`config.mk`:
```
export PLATFORM = sky130hd
export DESIGN_NAME = sw_array_ctrl_flat
export DESIGN_NICKNAME = d
export VERILOG_FILES = /design/src/rtl/sw_array_ctrl_if.sv /design/src/rtl/sw_array_ctrl.sv /design/src/flat_wrapper.sv
export SDC_FILE = /design/constraint.sdc
export NUM_CORES = 1
export LEC_CHECK = 0
export BUFFER_PORTS_ARGS = -buffer_cell sky130_fd_sc_hd__buf_2
export CAP_MARGIN = 20
export CORE_ASPECT_RATIO = 1.25
export CORE_MARGIN = 3
export CORE_UTILIZATION = 50
export DETAILED_ROUTE_END_ITERATION = 6
export GPL_ROUTABILITY_DRIVEN = 1
export GPL_TIMING_DRIVEN = 0
export PLACE_DENSITY = 0.79
export SYNTH_ARGS = -nofsm -noshare
export SYNTH_HDL_FRONTEND = slang
export SYNTH_SLANG_ARGS = --single-unit
```
`constraint.sdc`:
```
create_clock -name clk -period 34 [get_ports clk]
set_clock_uncertainty 0.1 [all_clocks]
set_input_delay 5.1 -clock clk [delete_from_list [all_inputs] [get_ports clk]]
set_output_delay 5.1 -clock clk [all_outputs]
set_load 0.02 [all_outputs]
```
`src/rtl/sw_array_ctrl_if.sv`:
```
// Handshake and PE-array bundle for the Smith-Waterman array sequencer.
// slave: controller side; master: host/DMA and PE chain side.
interface sw_array_ctrl_if #(
    parameter int N_PE    = 16,
    parameter int SCORE_W = 8,
    parameter int COL_W   = 16
);
    localparam int ROW_W = (N_PE > 1) ? $clog2(N_PE) : 1;

    logic                      start;
    logic                      abort;
    logic                      rd_valid;
    logic [1:0]                rd_base;
    logic                      rd_ready;
    logic                      ref_valid;
    logic [1:0]                ref_base;
    logic                      ref_last;
    logic                      ref_ready;
    logic                      clear_en;
    logic [N_PE-1:0]           read_load_en;
    logic [1:0]                read_base_out;
    logic                      compute_en;
    logic [1:0]                ref_base_out;
    logic [N_PE-1:0]           in_valid_vec;
    logic [N_PE*SCORE_W-1:0]   pe_score_in;
    logic                      busy;
    logic                      done;
    logic [SCORE_W-1:0]        best_score;
    logic [ROW_W-1:0]          best_row;
    logic [COL_W-1:0]          best_col;

    modport slave (
        input  start, abort, rd_valid, rd_base,
        input  ref_valid, ref_base, ref_last, pe_score_in,
        output rd_ready, ref_ready, clear_en,
        output read_load_en, read_base_out,
        output compute_en, ref_base_out, in_valid_vec,
        output busy, done, best_score, best_row, best_col
    );

    modport master (
        output start, abort, rd_valid, rd_base,
        output ref_valid, ref_base, ref_last, pe_score_in,
        input  rd_ready, ref_ready, clear_en,
        input  read_load_en, read_base_out,
        input  compute_en, ref_base_out, in_valid_vec,
        input  busy, done, best_score, best_row, best_col
    );
endinterface

```
`src/rtl/sw_array_ctrl.sv`:
```
// Sequencer for a linear Smith-Waterman PE array: clear, read preload,
// reference streaming with wavefront valids, drain, best-cell tracking.
// Ports: clk, rst (async, active high), bus (sw_array_ctrl_if.slave).
module sw_array_ctrl #(
    parameter int N_PE    = 16,
    parameter int SCORE_W = 8,
    parameter int COL_W   = 16
) (
    input  logic           clk,
    input  logic           rst,
    sw_array_ctrl_if.slave bus
);
    localparam int ROW_W = (N_PE > 1) ? $clog2(N_PE) : 1;
    localparam int SR_W  = (N_PE > 1) ? N_PE - 1 : 1;

    typedef enum logic [2:0] {
        IDLE, CLEAR, LOAD, STREAM, DRAIN, DONE
    } state_t;

    state_t state, nxt;

    logic [ROW_W-1:0]   ld_cnt;
    logic [ROW_W-1:0]   dr_cnt;
    logic [SR_W-1:0]    sr;
    logic [COL_W-1:0]   t;

    logic               rd_acc;
    logic               ref_acc;
    logic               compute;
    logic [SR_W:0]      vec_ext;
    logic [N_PE-1:0]    ivv;

    logic signed [SCORE_W-1:0] cand_score;
    logic [ROW_W-1:0]          cand_row;
    logic [COL_W-1:0]          cand_col;

    // Abort gates every handshake so no beat is consumed on the abort cycle.
    assign rd_acc  = (state == LOAD) && !bus.abort && bus.rd_valid;
    assign ref_acc = (state == STREAM) && !bus.abort && bus.ref_valid;
    assign compute = ref_acc || ((state == DRAIN) && !bus.abort);

    // Wavefront: PE0 is fed by the accepted beat, PE i by PE i-1's history.
    assign vec_ext = {sr, ref_acc};
    assign ivv     = compute ? vec_ext[N_PE-1:0] : '0;

    always_comb begin
        nxt = state;
        unique case (state)
            IDLE:   if (bus.start) nxt = CLEAR;
            CLEAR:  nxt = LOAD;
            LOAD:   if (rd_acc && ld_cnt == ROW_W'(N_PE - 1)) nxt = STREAM;
            STREAM: if (ref_acc && bus.ref_last)
                        nxt = (N_PE == 1) ? DONE : DRAIN;
            DRAIN:  if (dr_cnt == ROW_W'(1)) nxt = DONE;
            DONE:   nxt = IDLE;
            default: nxt = IDLE;
        endcase
        if (bus.abort && state != IDLE) nxt = IDLE;
    end

    // Strict compare against the running best: lower PE index wins ties
    // within a cycle, earlier cycles win ties across cycles.
    always_comb begin
        cand_score = bus.best_score;
        cand_row   = bus.best_row;
        cand_col   = bus.best_col;
        for (int i = 0; i < N_PE; i++) begin
            if (ivv[i] &&
                $signed(bus.pe_score_in[i*SCORE_W +: SCORE_W]) > cand_score) begin
                cand_score = bus.pe_score_in[i*SCORE_W +: SCORE_W];
                cand_row   = ROW_W'(i);
                cand_col   = t - COL_W'(i);
            end
        end
    end

    always_ff @(posedge clk or posedge rst) begin
        if (rst) begin
            state          <= IDLE;
            ld_cnt         <= '0;
            dr_cnt         <= '0;
            sr             <= '0;
            t              <= '0;
            bus.best_score <= '0;
            bus.best_row   <= '0;
            bus.best_col   <= '0;
        end else begin
            state <= nxt;
            if (state == CLEAR && !bus.abort) begin
                ld_cnt         <= '0;
                sr             <= '0;
                t              <= '0;
                bus.best_score <= '0;
                bus.best_row   <= '0;
                bus.best_col   <= '0;
            end
            if (rd_acc) ld_cnt <= ld_cnt + 1'b1;
            if (compute) begin
                sr             <= ivv[SR_W-1:0];
                t              <= t + 1'b1;
                bus.best_score <= cand_score;
                bus.best_row   <= cand_row;
                bus.best_col   <= cand_col;
            end
            if (ref_acc && bus.ref_last)
                dr_cnt <= ROW_W'(N_PE - 1);
            else if (state == DRAIN && !bus.abort)
                dr_cnt <= dr_cnt - 1'b1;
        end
    end

    assign bus.rd_ready      = (state == LOAD) && !bus.abort;
    assign bus.ref_ready     = (state == STREAM) && !bus.abort;
    assign bus.clear_en      = (state == CLEAR) && !bus.abort;
    assign bus.read_load_en  = rd_acc ? (N_PE'(1) << ld_cnt) : '0;
    assign bus.read_base_out = rd_acc ? bus.rd_base : 2'b00;
    assign bus.compute_en    = compute;
    assign bus.ref_base_out  = ref_acc ? bus.ref_base : 2'b00;
    assign bus.in_valid_vec  = ivv;
    assign bus.busy          = (state != IDLE) && (state != DONE);
    assign bus.done          = (state == DONE) && !bus.abort;
endmodule

```
`src/flat_wrapper.sv`:
```
// flat-port wrapper written by rule: the top's interface ports become plain ports
module sw_array_ctrl_flat 
#(
    parameter int N_PE    = 16,
    parameter int SCORE_W = 8,
    parameter int COL_W   = 16
)
  (clk, rst, bus_start, bus_abort, bus_rd_valid, bus_rd_base, bus_ref_valid, bus_ref_base, bus_ref_last, bus_pe_score_in, bus_rd_ready, bus_ref_ready, bus_clear_en, bus_read_load_en, bus_read_base_out, bus_compute_en, bus_ref_base_out, bus_in_valid_vec, bus_busy, bus_done, bus_best_score, bus_best_row, bus_best_col);
  sw_array_ctrl_if #(.N_PE(N_PE), .SCORE_W(SCORE_W), .COL_W(COL_W)) bus_i ();
  input  logic clk;
  input  logic rst;
  input wire logic [$bits(bus_i.start)-1:0] bus_start;
  input wire logic [$bits(bus_i.abort)-1:0] bus_abort;
  input wire logic [$bits(bus_i.rd_valid)-1:0] bus_rd_valid;
  input wire logic [$bits(bus_i.rd_base)-1:0] bus_rd_base;
  input wire logic [$bits(bus_i.ref_valid)-1:0] bus_ref_valid;
  input wire logic [$bits(bus_i.ref_base)-1:0] bus_ref_base;
  input wire logic [$bits(bus_i.ref_last)-1:0] bus_ref_last;
  input wire logic [$bits(bus_i.pe_score_in)-1:0] bus_pe_score_in;
  output wire logic [$bits(bus_i.rd_ready)-1:0] bus_rd_ready;
  output wire logic [$bits(bus_i.ref_ready)-1:0] bus_ref_ready;
  output wire logic [$bits(bus_i.clear_en)-1:0] bus_clear_en;
  output wire logic [$bits(bus_i.read_load_en)-1:0] bus_read_load_en;
  output wire logic [$bits(bus_i.read_base_out)-1:0] bus_read_base_out;
  output wire logic [$bits(bus_i.compute_en)-1:0] bus_compute_en;
  output wire logic [$bits(bus_i.ref_base_out)-1:0] bus_ref_base_out;
  output wire logic [$bits(bus_i.in_valid_vec)-1:0] bus_in_valid_vec;
  output wire logic [$bits(bus_i.busy)-1:0] bus_busy;
  output wire logic [$bits(bus_i.done)-1:0] bus_done;
  output wire logic [$bits(bus_i.best_score)-1:0] bus_best_score;
  output wire logic [$bits(bus_i.best_row)-1:0] bus_best_row;
  output wire logic [$bits(bus_i.best_col)-1:0] bus_best_col;
  assign bus_i.start = bus_start;
  assign bus_i.abort = bus_abort;
  assign bus_i.rd_valid = bus_rd_valid;
  assign bus_i.rd_base = bus_rd_base;
  assign bus_i.ref_valid = bus_ref_valid;
  assign bus_i.ref_base = bus_ref_base;
  assign bus_i.ref_last = bus_ref_last;
  assign bus_i.pe_score_in = bus_pe_score_in;
  assign bus_rd_ready = bus_i.rd_ready;
  assign bus_ref_ready = bus_i.ref_ready;
  assign bus_clear_en = bus_i.clear_en;
  assign bus_read_load_en = bus_i.read_load_en;
  assign bus_read_base_out = bus_i.read_base_out;
  assign bus_compute_en = bus_i.compute_en;
  assign bus_ref_base_out = bus_i.ref_base_out;
  assign bus_in_valid_vec = bus_i.in_valid_vec;
  assign bus_busy = bus_i.busy;
  assign bus_done = bus_i.done;
  assign bus_best_score = bus_i.best_score;
  assign bus_best_row = bus_i.best_row;
  assign bus_best_col = bus_i.best_col;
  sw_array_ctrl #(.N_PE(N_PE), .SCORE_W(SCORE_W), .COL_W(COL_W)) u_core (.clk(clk), .rst(rst), .bus(bus_i));
endmodule
```
* Word level (Yosys, flattened, before mapping)
Index checks and enable logic that the tools add are counted.
** Operators by class
- Shifts and indexed selects :: 1
- Mux-type cells :: 70
- $add $sub $neg :: 18
- Order comparisons :: 16
- Equal/unequal tests :: 13
- Reductions and logical operators :: 36
** Operators by type and width (count)
- two-way mux 16 bit :: 21
- two-way mux 8 bit :: 18
- > comparator 8 bit :: 16
- subtractor 16 x 4 -> 16 bit (second input constant) :: 8
- two-way mux 4 bit :: 21
- subtractor 16 x 3 -> 16 bit (second input constant) :: 4
- subtractor 16 x 2 -> 16 bit (second input constant) :: 2
- two-way mux 15 bit :: 2
- logical AND 1 bit :: 27
- inequality test 17 bit (second input constant) :: 1
- adder 16 x 1 -> 16 bit (second input constant) :: 1
- << shifter 1 x 4 -> 16 bit (first input constant) :: 1
- subtractor 16 x 1 -> 16 bit (second input constant) :: 1
- two-way mux 3 bit :: 5
- one-hot mux 3 bit (5 select lines) :: 1
- equality test 3 x 2 -> 1 bit (second input constant) :: 2
- equality test 3 bit (second input constant) :: 2
- inequality test 3 x 1 -> 1 bit (second input constant) :: 2
- inequality test 3 bit (second input constant) :: 2
- nonzero test 2 bit :: 3
- adder 4 x 1 -> 4 bit (second input constant) :: 1
- equality test 4 x 1 -> 1 bit (second input constant) :: 1
- equality test 4 bit (second input constant) :: 1
- two-way mux 2 bit :: 2
- 9 further kinds :: 9
** Storage, ports and cells
- Output and inout bits :: 70
- Register bits :: 70
- Input port bits :: 139
- Logic and storage cells :: 162

* Depth between registers and ports, before layout
Gate-level depths: netlist of the first run.
- Depth after elaboration :: 53
- Depth in mapped cells :: 187
- Gate-level depth less buffers :: 167

* Least setup slack after synthesis of the first run
No wires, ideal clock.
- Path type :: input to register
- From :: in bus_pe_score_in[7]
- To :: reg u_core.bus.best_col[8]
- Library setup time :: 0.121 ns
- Data required time :: 33.779 ns
- Cell stages on the path :: 166
- Slack :: -2.459 ns
- Arrival :: 36.238 ns
- Buffers on the path :: 22
- Path through :: ha_1 -> or3b_1 -> or4_1 -> clkbuf_1 -> nand2_1 -> mux2i_1 -> ha_1 -> a21o_1 -> a21oi_1 -> a21o_4 -> clkbuf_1 -> clkbuf_1 -> nand2_1 -> o21ai_0 -> ha_1 -> and4_1 -> and3_1 -> a311o_1 -> [... 130 more ...] -> o21ai_0 -> ha_1 -> nor2b_1 -> o21a_1 -> o21ai_0 -> nand2b_1 -> a21oi_1 -> nor2b_1 -> o21ai_0 -> nand2_1 -> o211ai_1 -> o21ai_0 -> and2_1 -> clkbuf_1 -> or4_4 -> o2111ai_1 -> xnor2_1 -> a22o_1
** Between the ends
- Longest elaborated chain between the ends :: 49
- Elaborated cells between the ends (all ways) :: 65
- Those cells by class :: order compare (16); eq/ne (1); mux (31); reduce/logical (17)
** RTL lines
- start, declared :: RTL line flat_wrapper.sv:19 : input wire logic [$bits(bus_i.pe_score_in)-1:0] bus_pe_score_in;
- > comparator 8 bit :: RTL line sw_array_ctrl.sv:69 : $signed(bus.pe_score_in[i*SCORE_W +: SCORE_W]) > cand_score) begin
- logical AND 1 bit :: RTL line sw_array_ctrl.sv:68 : if (ivv[i] &&
- two-way mux 8 bit :: RTL line sw_array_ctrl.sv:68
- > comparator 8 bit :: RTL line sw_array_ctrl.sv:69
- logical AND 1 bit :: RTL line sw_array_ctrl.sv:68
- two-way mux 8 bit :: RTL line sw_array_ctrl.sv:68
- > comparator 8 bit :: RTL line sw_array_ctrl.sv:69
- logical AND 1 bit :: RTL line sw_array_ctrl.sv:68
- [... 33 more ...]
- two-way mux 8 bit :: RTL line sw_array_ctrl.sv:68
- > comparator 8 bit :: RTL line sw_array_ctrl.sv:69
- logical AND 1 bit :: RTL line sw_array_ctrl.sv:68
- two-way mux 8 bit :: RTL line sw_array_ctrl.sv:68
- > comparator 8 bit :: RTL line sw_array_ctrl.sv:69
- logical AND 1 bit :: RTL line sw_array_ctrl.sv:68
- inequality test 17 bit (no source line) / two-way mux 16 bit (equally long branches)
- AND reduction 2 bit (no source line) / two-way mux 16 bit (equally long branches)
- end signal, assigned :: RTL line sw_array_ctrl.sv:103 : bus.best_col <= cand_col;
- end, declared :: RTL line sw_array_ctrl_if.sv:38 : output busy, done, best_score, best_row, best_col
Several ways; a longest one is shown, not always the timed one.
A chain may end at the register's enable or synchronous reset.

* Final worst setup path of the first run
- From :: in bus_pe_score_in[6]
- To :: reg u_core.bus.best_row[2]
** Between the ends
- Longest elaborated chain between the ends :: 49
- Elaborated cells between the ends (all ways) :: 65
- Those cells by class :: order compare (16); eq/ne (1); mux (31); reduce/logical (17)
** RTL lines
- > comparator 8 bit :: RTL line sw_array_ctrl.sv:69
- logical AND 1 bit :: RTL line sw_array_ctrl.sv:68
- two-way mux 8 bit :: RTL line sw_array_ctrl.sv:68
- > comparator 8 bit :: RTL line sw_array_ctrl.sv:69
- logical AND 1 bit :: RTL line sw_array_ctrl.sv:68
- two-way mux 8 bit :: RTL line sw_array_ctrl.sv:68
- > comparator 8 bit :: RTL line sw_array_ctrl.sv:69
- logical AND 1 bit :: RTL line sw_array_ctrl.sv:68
- [... 33 more ...]
- two-way mux 8 bit :: RTL line sw_array_ctrl.sv:68
- > comparator 8 bit :: RTL line sw_array_ctrl.sv:69
- logical AND 1 bit :: RTL line sw_array_ctrl.sv:68
- two-way mux 8 bit :: RTL line sw_array_ctrl.sv:68
- > comparator 8 bit :: RTL line sw_array_ctrl.sv:69
- logical AND 1 bit :: RTL line sw_array_ctrl.sv:68
- inequality test 17 bit (no source line) / two-way mux 4 bit (equally long branches)
- AND reduction 2 bit (no source line) / two-way mux 4 bit (equally long branches)
- end signal, assigned :: RTL line sw_array_ctrl.sv:102 : bus.best_row <= cand_row;
- end, declared :: RTL line sw_array_ctrl_if.sv:38
Several ways; a longest one is shown, not always the timed one.

==> flow_summary.yaml, run 1 <==
place:
  placed_cells_incl_taps: 2032
  dp_hpwl_um: 29640
  place.port_buffers: 203
  dp_slack_ns: -4.929
  gp_congestion: 0.9875
logic_synthesis:
  synth-edff-count: 0
  synth_top_family_by_area: "compound AO/OA/AOI/OAI gates"
  muxShareOfSynthArea_pct: 5.731
  ys_types: 99
  yosysMostFrequentCell: "nand2_1"
  synth-compound-area-share_pct: 29.35
  async_flop_share_pct: 100.0
  synthAdderAreaFrac_pct: 14.51
  synth_warnings: 0
  syn_area_per_cell_um2: 7.244
  synth_top_area_share_pct: 15.61
  yosysTopAreaCell: "dfrtp_1"
  synth_cells: 1549
  netlist_area_mm2: 0.01122
  synth_nets: 1814
  ys_ff_latch: 70
  yosys.area_share.simple_pct: 24.36
  synth-xor-area-share_pct: 2.966
  synth-main-ff-cell: "dfrtp_1"
  yosysSeqAreaShare_pct: 15.61
  netlist_top_cells_count: "nand2_1 (167), inv_1 (138), ha_1 (126), nor2_1 (113), a21oi_1 (111)"
  synth_area_leaders: "dfrtp_1 (16%), ha_1 (14%), nand2_1 (5.6%), a21oi_1 (5.0%), o21ai_0 (4.9%)"
setup_path:
  crit_arrival_ns: 34.80
  start_kind: "input pin"
  cpPeakStageDelay_ns: 0.52
  worstPathMaxFanout: 10
  critPathMostFrequentCell: "ha_4"
  critPathSlowestCell: "or4_1"
  required_ns: 34.17
  crit_type: "in -> reg"
  worstSetupEndpointType: "flop"
sta:
  finalCriticalPeriod_ns: 34.63
  max_freq_ghz: 0.02887
  drv_slew: 0
  worst_slew_pin_slew_ns: 0.9675
  hold_viol: 0
  relSlewSlack_pct: 35.26
  fin_ws_ns: -0.6340
  whs_ns: 0.3689
  setup_viol: 28
  tns_ns: -15.95
  post-route-period-util_pct: 101.9
  grt_setup_unrepaired: "true"
detailed_routing:
  vias: 14850
  wirelength_um: 49160
  wl_per_cell_um: 21.96
  drtAntennaViolNets: 0
  vias_per_cell: 6.632
  dr.pass1.iters: 7
  drtIter0Drc: 1523
  drc: 1
global_route:
  grt_pass1_wl_um: 65640
  overflow: 0
  antenna_found_initial: 0
  grt_use_total_pct: 32.17
  grt_max_degree: 71
  grt_util_met3_pct: 3.560
  grt_busiest_layer: "met2"
  grtUsageMet1_pct: 38.48
  met2_usage_pct: 55.98
  grt_pass1_vias: 13270
cts:
  clockBufferDepth: 2
  cts_buffers: 9
  clock_latency_ns: 0.35
  clock-root-buffer: "clkbuf_16"
  htreeDepth: 3
  cts-hold-fix-buffers: 0
  path_clk_slew_ns: 0.07
  cts_tree: "yes"
  numClockSinks: 70
layout:
  synthToLayoutAreaGrowth_pct: 46.02
  utilization_pct: 75.26
  finalNetCount: 2220
  layoutNonFillerInstCount: 2239
  antenna_cells: 0
  drive_gt1_share_pct: 37.76
job:
  drv_cap: 0
die:
  initial_utilization_pct: 51.54
  num_io_pins: 209
  die-area_mm2: 0.02429
  rows: 60
  die_h_um: 173.5
  die_x_um: 140.0
  coreArea_mm2: 0.02177
status:
  status: "finished, violations left"
  violations: "DRC, setup timing"
min_path:
  holdCritPathClass: "reg -> reg"
pwr:
  ir_drop_uv: 22.54
  powerDensity_mw_per_mm2: 29.80
  p_leak_nw: 7.444
flip-flops by register name (all words and copies together) (netlist names):
name and flops:
u_core.sr 15, u_core.dr_cnt 4, u_core.ld_cnt 4, u_core.state 3
u_core.bus.best_col 16, u_core.t 16, u_core.bus.best_score 8, u_core.bus.best_row 4
layout make-up:
type	count	area (um^2)
Buffer	69	573.1
Clock buffer	9	225.2
Clock inverter	7	57.56
Fill cell	1486	5386
Inverter	142	544.3
Multi-Input combinational cell	1263	10330
Sequential cell	70	1752
Tap cell	279	349.1
Timing Repair Buffer	400	2555
layout by cell type (no fill, tap or decap), types with 24 or more instances in the layout:
cell type / n
buf_2: 211
nand3_1: 59
nand2_1: 147
clkbuf_1: 32
o21ai_1: 26
dfrtp_1: 70
xnor2_1: 32
nor3_1: 29
inv_1: 118
buf_4: 187
ha_1: 82
nor2_1: 94
o211ai_1: 28
a21oi_1: 82
a21o_1: 27
ha_4: 42
and2_1: 24
o21ai_0: 80
path summary, 6_finish.rpt:
kind / to / slack, ns / cells past startpoint / start
setup / recovery: u_core.bus.best_row[2]$_DFFE_PP0P_ / -0.63 / 175 / bus_pe_score_in[6]
hold reg to reg: u_core.sr[6]$_DFFE_PP0P_ / 0.37 / 2 / u_core.sr[6]$_DFFE_PP0P_
min in group asynchronous: u_core.ld_cnt[1]$_DFFE_PP0P_ / 4.84 / 2 / rst
max in group asynchronous: u_core.sr[13]$_DFFE_PP0P_ / 28.36 / 2 / rst
hold / removal: u_core.sr[6]$_DFFE_PP0P_ / 0.37 / 2 / u_core.sr[6]$_DFFE_PP0P_
setup reg to reg: u_core.bus.best_row[2]$_DFFE_PP0P_ / 3.65 / 176 / u_core.bus.best_score[7]$_DFFE_PP0P_
logic make-up (layout without fill, tap and decap cells):
kind of cell,Yosys count,in the layout
simple gates,554,554
compound gates,480,480
buf+inv,216,627
fa+ha+maj,131,131
flops,70,70
mux,60,60
xor+xnor,38,38
critical path: cells and delay by family:
| kind | cells | cell delay [ns] |
|---|---|---|
| AO/OA/AOI/OAI | 64 | 11.47 |
| adder cells (fa/ha/maj) | 18 | 4.51 |
| buffers and inverters | 32 | 3.90 |
| AND/OR/NAND/NOR | 54 | 7.67 |
| multiplexers | 7 | 2.04 |
metrics by stage:
| step | power, mW | area [um^2] |
|---|---|---|
| floorplan | 0.2502 | 11460 |
| detailed placement | 0.3160 | 12830 |
| global placement | 0.3102 | 12830 |
| global route | 0.5126 | 16380 |
| CTS | 0.4325 | 14610 |
| finish | 0.4882 | 16380 |
power breakdown:
group / internal (mW) / switching (mW) / leakage, nW
registers: 0.0917 / 0.00931 / 0.959
clock network: 0.0503 / 0.0432 / 0.134
logic: 0.118 / 0.175 / 6.35
total: 0.260 / 0.228 / 7.44
metal layers:
metal / share of wire [%] / wire, um
met2: 48 / 23760
met3: 8.4 / 4146
met4: 8.2 / 4007
met5: 0 / 0
met1: 35 / 17250
timing repair:
action / 4_1_cts / 5_1_grt
endpoints found under the setup margin: 28 / 28
gates cloned: 2 / 2
pin swaps: 64 / 147
resized for setup: 160 / 248
setup buffers: 107 / 88
No activity file was read; power rests on OpenSTA's default activity.
==> run 2: changes to the inputs <==
--- a/config.mk
+++ b/config.mk
@@ -10,6 +10,7 @@
 export CORE_ASPECT_RATIO = 1.25
 export CORE_MARGIN = 3
 export CORE_UTILIZATION = 50
+export CTS_BUF_LIST = sky130_fd_sc_hd__clkbuf_4 sky130_fd_sc_hd__clkbuf_8
 export DETAILED_ROUTE_END_ITERATION = 6
 export GPL_ROUTABILITY_DRIVEN = 1
 export GPL_TIMING_DRIVEN = 0
==> flow_summary.yaml, run 2 (synthesis gave the netlist of run 1 again) <==
setup_path:
  path_buf_inv: 31
  critPathMostFrequentCell: "ha_4"
  start_kind: "input pin"
  worstPathMaxFanout: 7
  required_ns: 34.13
  crit_arrival_ns: 34.45
  critPathSlowestCell: "or4_1"
  crit_type: "in -> reg"
  crit_family: "compound AO/OA/AOI/OAI gates"
  worstSetupEndpointType: "flop"
  cpPeakStageDelay_ns: 0.52
pwr:
  ir_drop_uv: 22.65
  total_power_uw: 461.1
  powerDensity_mw_per_mm2: 28.40
  p_leak_nw: 7.404
detailed_routing:
  vias_per_cell: 6.574
  wl_per_cell_um: 21.87
  drtIter0Drc: 1457
  wirelength_um: 48930
  vias: 14710
  dr.pass1.iters: 7
  drtAntennaViolNets: 0
  drc: 1
status:
  status: "finished, violations left"
  violations: "DRC, setup timing"
cts:
  clockBufferDepth: 2
  htreeDepth: 3
  clock-root-buffer: "clkbuf_8"
  numClockSinks: 70
  cts_tree: "yes"
  clock_latency_ns: 0.37
  path_clk_slew_ns: 0.10
  cts_buffers: 9
sta:
  relSlewSlack_pct: 36.09
  drv_slew: 0
  fin_ws_ns: -0.3216
  setup_viol: 28
  finalCriticalPeriod_ns: 34.32
  max_freq_ghz: 0.02914
  hold_viol: 0
  post-route-period-util_pct: 100.9
  whs_ns: 0.3769
  worst_slew_pin_slew_ns: 0.9552
  grt_setup_unrepaired: "true"
  tns_ns: -7.338
die:
  num_io_pins: 209
  initial_utilization_pct: 51.54
  rows: 60
  die-area_mm2: 0.02429
  die_h_um: 173.5
  coreArea_mm2: 0.02177
  die_x_um: 140.0
global_route:
  grt_max_degree: 71
  overflow: 0
  grt_pass1_wl_um: 65140
  grt_pass1_vias: 13290
  antenna_found_initial: 0
  grt_use_total_pct: 31.88
place:
  dp_hpwl_um: 29640
  gp_congestion: 0.9875
  placedInstanceArea_mm2: 0.01283
  place.port_buffers: 203
layout:
  seq_area_mm2: 0.001752
  drive_gt1_share_pct: 37.49
  synthToLayoutAreaGrowth_pct: 44.69
  final_common_cell: "buf_2"
  finalNetCount: 2218
  fin_area_mm2: 0.01624
  antenna_cells: 0
  multi_input_area_mm2: 0.01030
  num-fill-cells: 1498
  most-common-layout-cells: "buf_2 (210), buf_4 (185), nand2_1 (148)"
  top_regs: "u_core.bus.best_col: 16 flops, u_core.t: 16 flops, u_core.sr: 15 flops"
min_path:
  holdCritPathClass: "reg -> reg"
job:
  drv_cap: 0
## run 2: cell types whose count changed in the layout (fill, tap and decap cells not counted), sizes merged
cell | previous run | this run
buf | 431 | 427
clkbuf | 47 | 49
## run 2: metal layers
metal | up-vias | routed length [um] | share of wire, % | GRT usage [%]
li1 | 6484 | - | - | -
met1 | 6806 | 17270 | 35 | 37.73
met2 | 1060 | 23450 | 48 | 54.88
met3 | 357 | 4224 | 8.6 | 3.974
met4 | 0 | 3977 | 8.1 | 18.94
met5 | - | 0 | 0 | 0
## run 2: worst paths after layout
kind / depth (start not counted) / slack, ns / from / end
max reg2reg: 172 / 3.95 / u_core.bus.best_score[7]$_DFFE_PP0P_ / u_core.bus.best_col[6]$_DFFE_PP0P_
max: 173 / -0.32 / bus_pe_score_in[6] / u_core.bus.best_col[6]$_DFFE_PP0P_
min reg2reg: 2 / 0.38 / u_core.sr[6]$_DFFE_PP0P_ / u_core.sr[6]$_DFFE_PP0P_
min in group asynchronous: 2 / 4.81 / rst / u_core.bus.best_col[7]$_DFFE_PP0P_
min: 2 / 0.38 / u_core.sr[6]$_DFFE_PP0P_ / u_core.sr[6]$_DFFE_PP0P_
max in group asynchronous: 2 / 28.41 / rst / u_core.sr[13]$_DFFE_PP0P_
## run 2: stage by stage
step | util, % | std cells | setup slack [ns]
floorplan | - | 1549 | 0.0006750
global placement | 58.91 | 2031 | -4.487
detailed placement | 58.95 | 2032 | -4.929
CTS | 66.62 | 2154 | 0.01710
global route | 74.57 | 2237 | -1.594
finish | 74.57 | 2237 | -0.3216
## run 2: repair_timing
item | CTS | global route
pin swaps | 60 | 152
cloned | 2 | 2
resized for setup | 159 | 246
setup buffers | 107 | 87
setup endpoints to repair | 28 | 28
hold buffers | 0 | 0
## run 2: power breakdown
group          internal, mW  switching, mW
clock network        0.0274         0.0400
registers            0.0916        0.00922
logic                 0.118          0.175
total                 0.237          0.224
## run 2: tightest hold or removal path, delay by kind of cell, from the launching register on
| kind | cells | cell delay, ns |
|---|---|---|
| flip-flops | 1 | 0.35 |
| AND/OR/NAND/NOR | 2 | 0.11 |
## run 2: final cells by class
class                           instances  area share [%]
Multi-Input combinational cell       1263           63.46
Clock inverter                          7          0.3545
Timing Repair Buffer                  398           15.67
Inverter                              142           3.352
Sequential cell                        70           10.79
Tap cell                              279           2.150
Buffer                                 69           3.468
Clock buffer                            9          0.7629
==> run 3: changes to the inputs <==
--- a/config.mk
+++ b/config.mk
@@ -13,7 +13,6 @@
 export CTS_BUF_LIST = sky130_fd_sc_hd__clkbuf_4 sky130_fd_sc_hd__clkbuf_8
 export DETAILED_ROUTE_END_ITERATION = 6
 export GPL_ROUTABILITY_DRIVEN = 1
-export GPL_TIMING_DRIVEN = 0
 export PLACE_DENSITY = 0.79
 export SYNTH_ARGS = -nofsm -noshare
 export SYNTH_HDL_FRONTEND = slang
==> flow_summary.yaml, run 3 (synthesis gave the netlist of run 1 again) <==
detailed_routing:
  vias_per_cell: 6.295
  dr.pass1.iters: 7
  wirelength_um: 39450
  vias: 13150
  wl_per_cell_um: 18.89
  drtAntennaViolNets: 0
  drtIter0Drc: 1191
  drc: 0
layout:
  final_common_cell: "buf_2"
  num-fill-cells: 1840
  finalNetCount: 2069
  top_regs: "u_core.bus.best_col: 16 flops, u_core.t: 16 flops, u_core.sr: 15 flops"
  antenna_cells: 0
  synthToLayoutAreaGrowth_pct: 26.99
  most-common-layout-cells: "buf_2 (208), nand2_1 (159), inv_1 (129)"
  drive_gt1_share_pct: 28.97
cts:
  clock-root-buffer: "clkbuf_8"
  clockBufferDepth: 2
  htreeDepth: 3
  numClockSinks: 70
  path_clk_slew_ns: 0.08
  cts_tree: "yes"
  cts_buffers: 9
  clock_latency_ns: 0.36
global_route:
  grt_pass1_wl_um: 58240
  overflow: 0
  antenna_found_initial: 0
  grt_pass1_vias: 11980
  grt_max_degree: 71
  grt_use_total_pct: 28.25
die:
  num_io_pins: 209
  initial_utilization_pct: 51.54
  die-area_mm2: 0.02429
  die_h_um: 173.5
  rows: 60
  die_x_um: 140.0
  coreArea_mm2: 0.02177
pwr:
  powerDensity_mw_per_mm2: 28.59
  p_leak_nw: 6.635
  total_power_uw: 407.4
  ir_drop_uv: 20.84
sta:
  max_freq_ghz: 0.03023
  worst_slew_pin_slew_ns: 0.9205
  drv_slew: 0
  finalCriticalPeriod_ns: 33.08
  fin_ws_ns: 0.9156
  hold_viol: 0
  post-route-period-util_pct: 97.31
  relSlewSlack_pct: 38.64
  setup_viol: 0
setup_path:
  required_ns: 34.13
  worstPathMaxFanout: 8
  start_kind: "input pin"
  cpPeakStageDelay_ns: 0.57
  worstSetupEndpointType: "flop"
  critPathSlowestCell: "or4_4"
  crit_type: "in -> reg"
  critPathMostFrequentCell: "ha_1"
  crit_arrival_ns: 33.22
job:
  drv_cap: 0
place:
  gp_congestion: 0.9903
  dp_hpwl_um: 28780
  place.port_buffers: 208
  dp_slack_ns: -1.118
min_path:
  holdCritPathClass: "reg -> reg"
status:
  status: "complete, no violations"
-- run 3: cell count changes in the layout (fill, tap and decap cells not counted), sizes merged --
cell    before  now
a211o        8    9
a21o        29   31
a311o        4    5
buf        427  310
clkbuf      49    9
clkinv       6    8
inv        141  139
nand3       63   64
nor2       114  115
o41a         1    2
or2          8    9
-- run 3: path summary, 6_finish.rpt --
kind                                                 startpoint                                  end  slack (ns)  cells past startpoint
min in group asynchronous                                   rst              u_core.t[6]$_DFFE_PP0P_        4.91                      3
hold reg to reg                        u_core.sr[8]$_DFFE_PP0P_             u_core.sr[8]$_DFFE_PP0P_        0.37                      1
max in group asynchronous                                   rst             u_core.sr[4]$_DFFE_PP0P_       28.31                      3
setup / recovery                             bus_pe_score_in[7]  u_core.bus.best_col[10]$_DFFE_PP0P_        0.92                    148
hold / removal                         u_core.sr[8]$_DFFE_PP0P_             u_core.sr[8]$_DFFE_PP0P_        0.37                      1
setup reg to reg           u_core.bus.best_score[5]$_DFFE_PP0P_  u_core.bus.best_col[10]$_DFFE_PP0P_        5.18                    149
-- run 3: final cells by class --
type | count | area [um^2] | area share [%]
inverter | 142 | 538.0 | 3.776
sequential | 70 | 1752 | 12.29
clock inverter | 7 | 48.80 | 0.3425
multi-input combinational | 1271 | 9563 | 67.11
timing repair buffer | 310 | 1874 | 13.15
tap | 279 | 349.1 | 2.450
clock buffer | 9 | 123.9 | 0.8693
-- run 3: what timing repair did --
| action | in CTS | in global routing |
|---|---|---|
| hold buffers | 0 | 0 |
| setup buffers | 2 | 59 |
| pin swaps | 0 | 69 |
| setup endpoints to repair | 20 | 28 |
| gates cloned | 1 | 7 |
| gates resized for setup | 12 | 177 |
| hold endpoints to repair | 0 | 0 |
-- run 3: worst max-delay path: cells and delay by family --
family                     cells  cell delay, ns
AOI/OAI and AO/OA             58           10.31
adders and majority gates     18            4.76
buffers and inverters         16            1.77
muxes                          9            2.49
and+or+nand+nor               47            8.70
-- run 3: report_power, final --
part / total (mW) / internal, mW / switching [mW] / leakage, nW
Sequential: 0.107 / 0.0915 / 0.0150 / 0.959
Combinational: 0.237 / 0.0936 / 0.144 / 5.59
Clock: 0.0636 / 0.0266 / 0.0370 / 0.0894
-- run 3: stage by stage --
| step | setup TNS [ns] | util, % | cells | hold slack, ns | area (um^2) |
|---|---|---|---|---|---|
| 6_report | 0 | 65.45 | 2088 | 0.3744 | 14250 |
| 5_1_grt | -9.240 | 65.45 | 2088 | 0.4016 | 14250 |
| 4_1_cts | 0 | 59.62 | 2022 | 0.3773 | 12980 |
| 3_5_place_dp | -22.07 | 58.50 | 2003 | 0.3579 | 12740 |
| 3_3_place_gp | -6.406 | 58.50 | 2003 | 0.3501 | 12740 |
| 2_1_floorplan | 0 | - | 1549 | 0.3379 | 11460 |
-- run 3: layer usage --
layer / vias up / part of all wire [%] / GRT usage [%]
met1: 6138 / 38 / 34.01
met2: 640 / 50 / 51.36
met4: 0 / 5.2 / 10.38
met5: - / 0 / 0
li1: 6194 / - / -
met3: 173 / 6.8 / 3.201
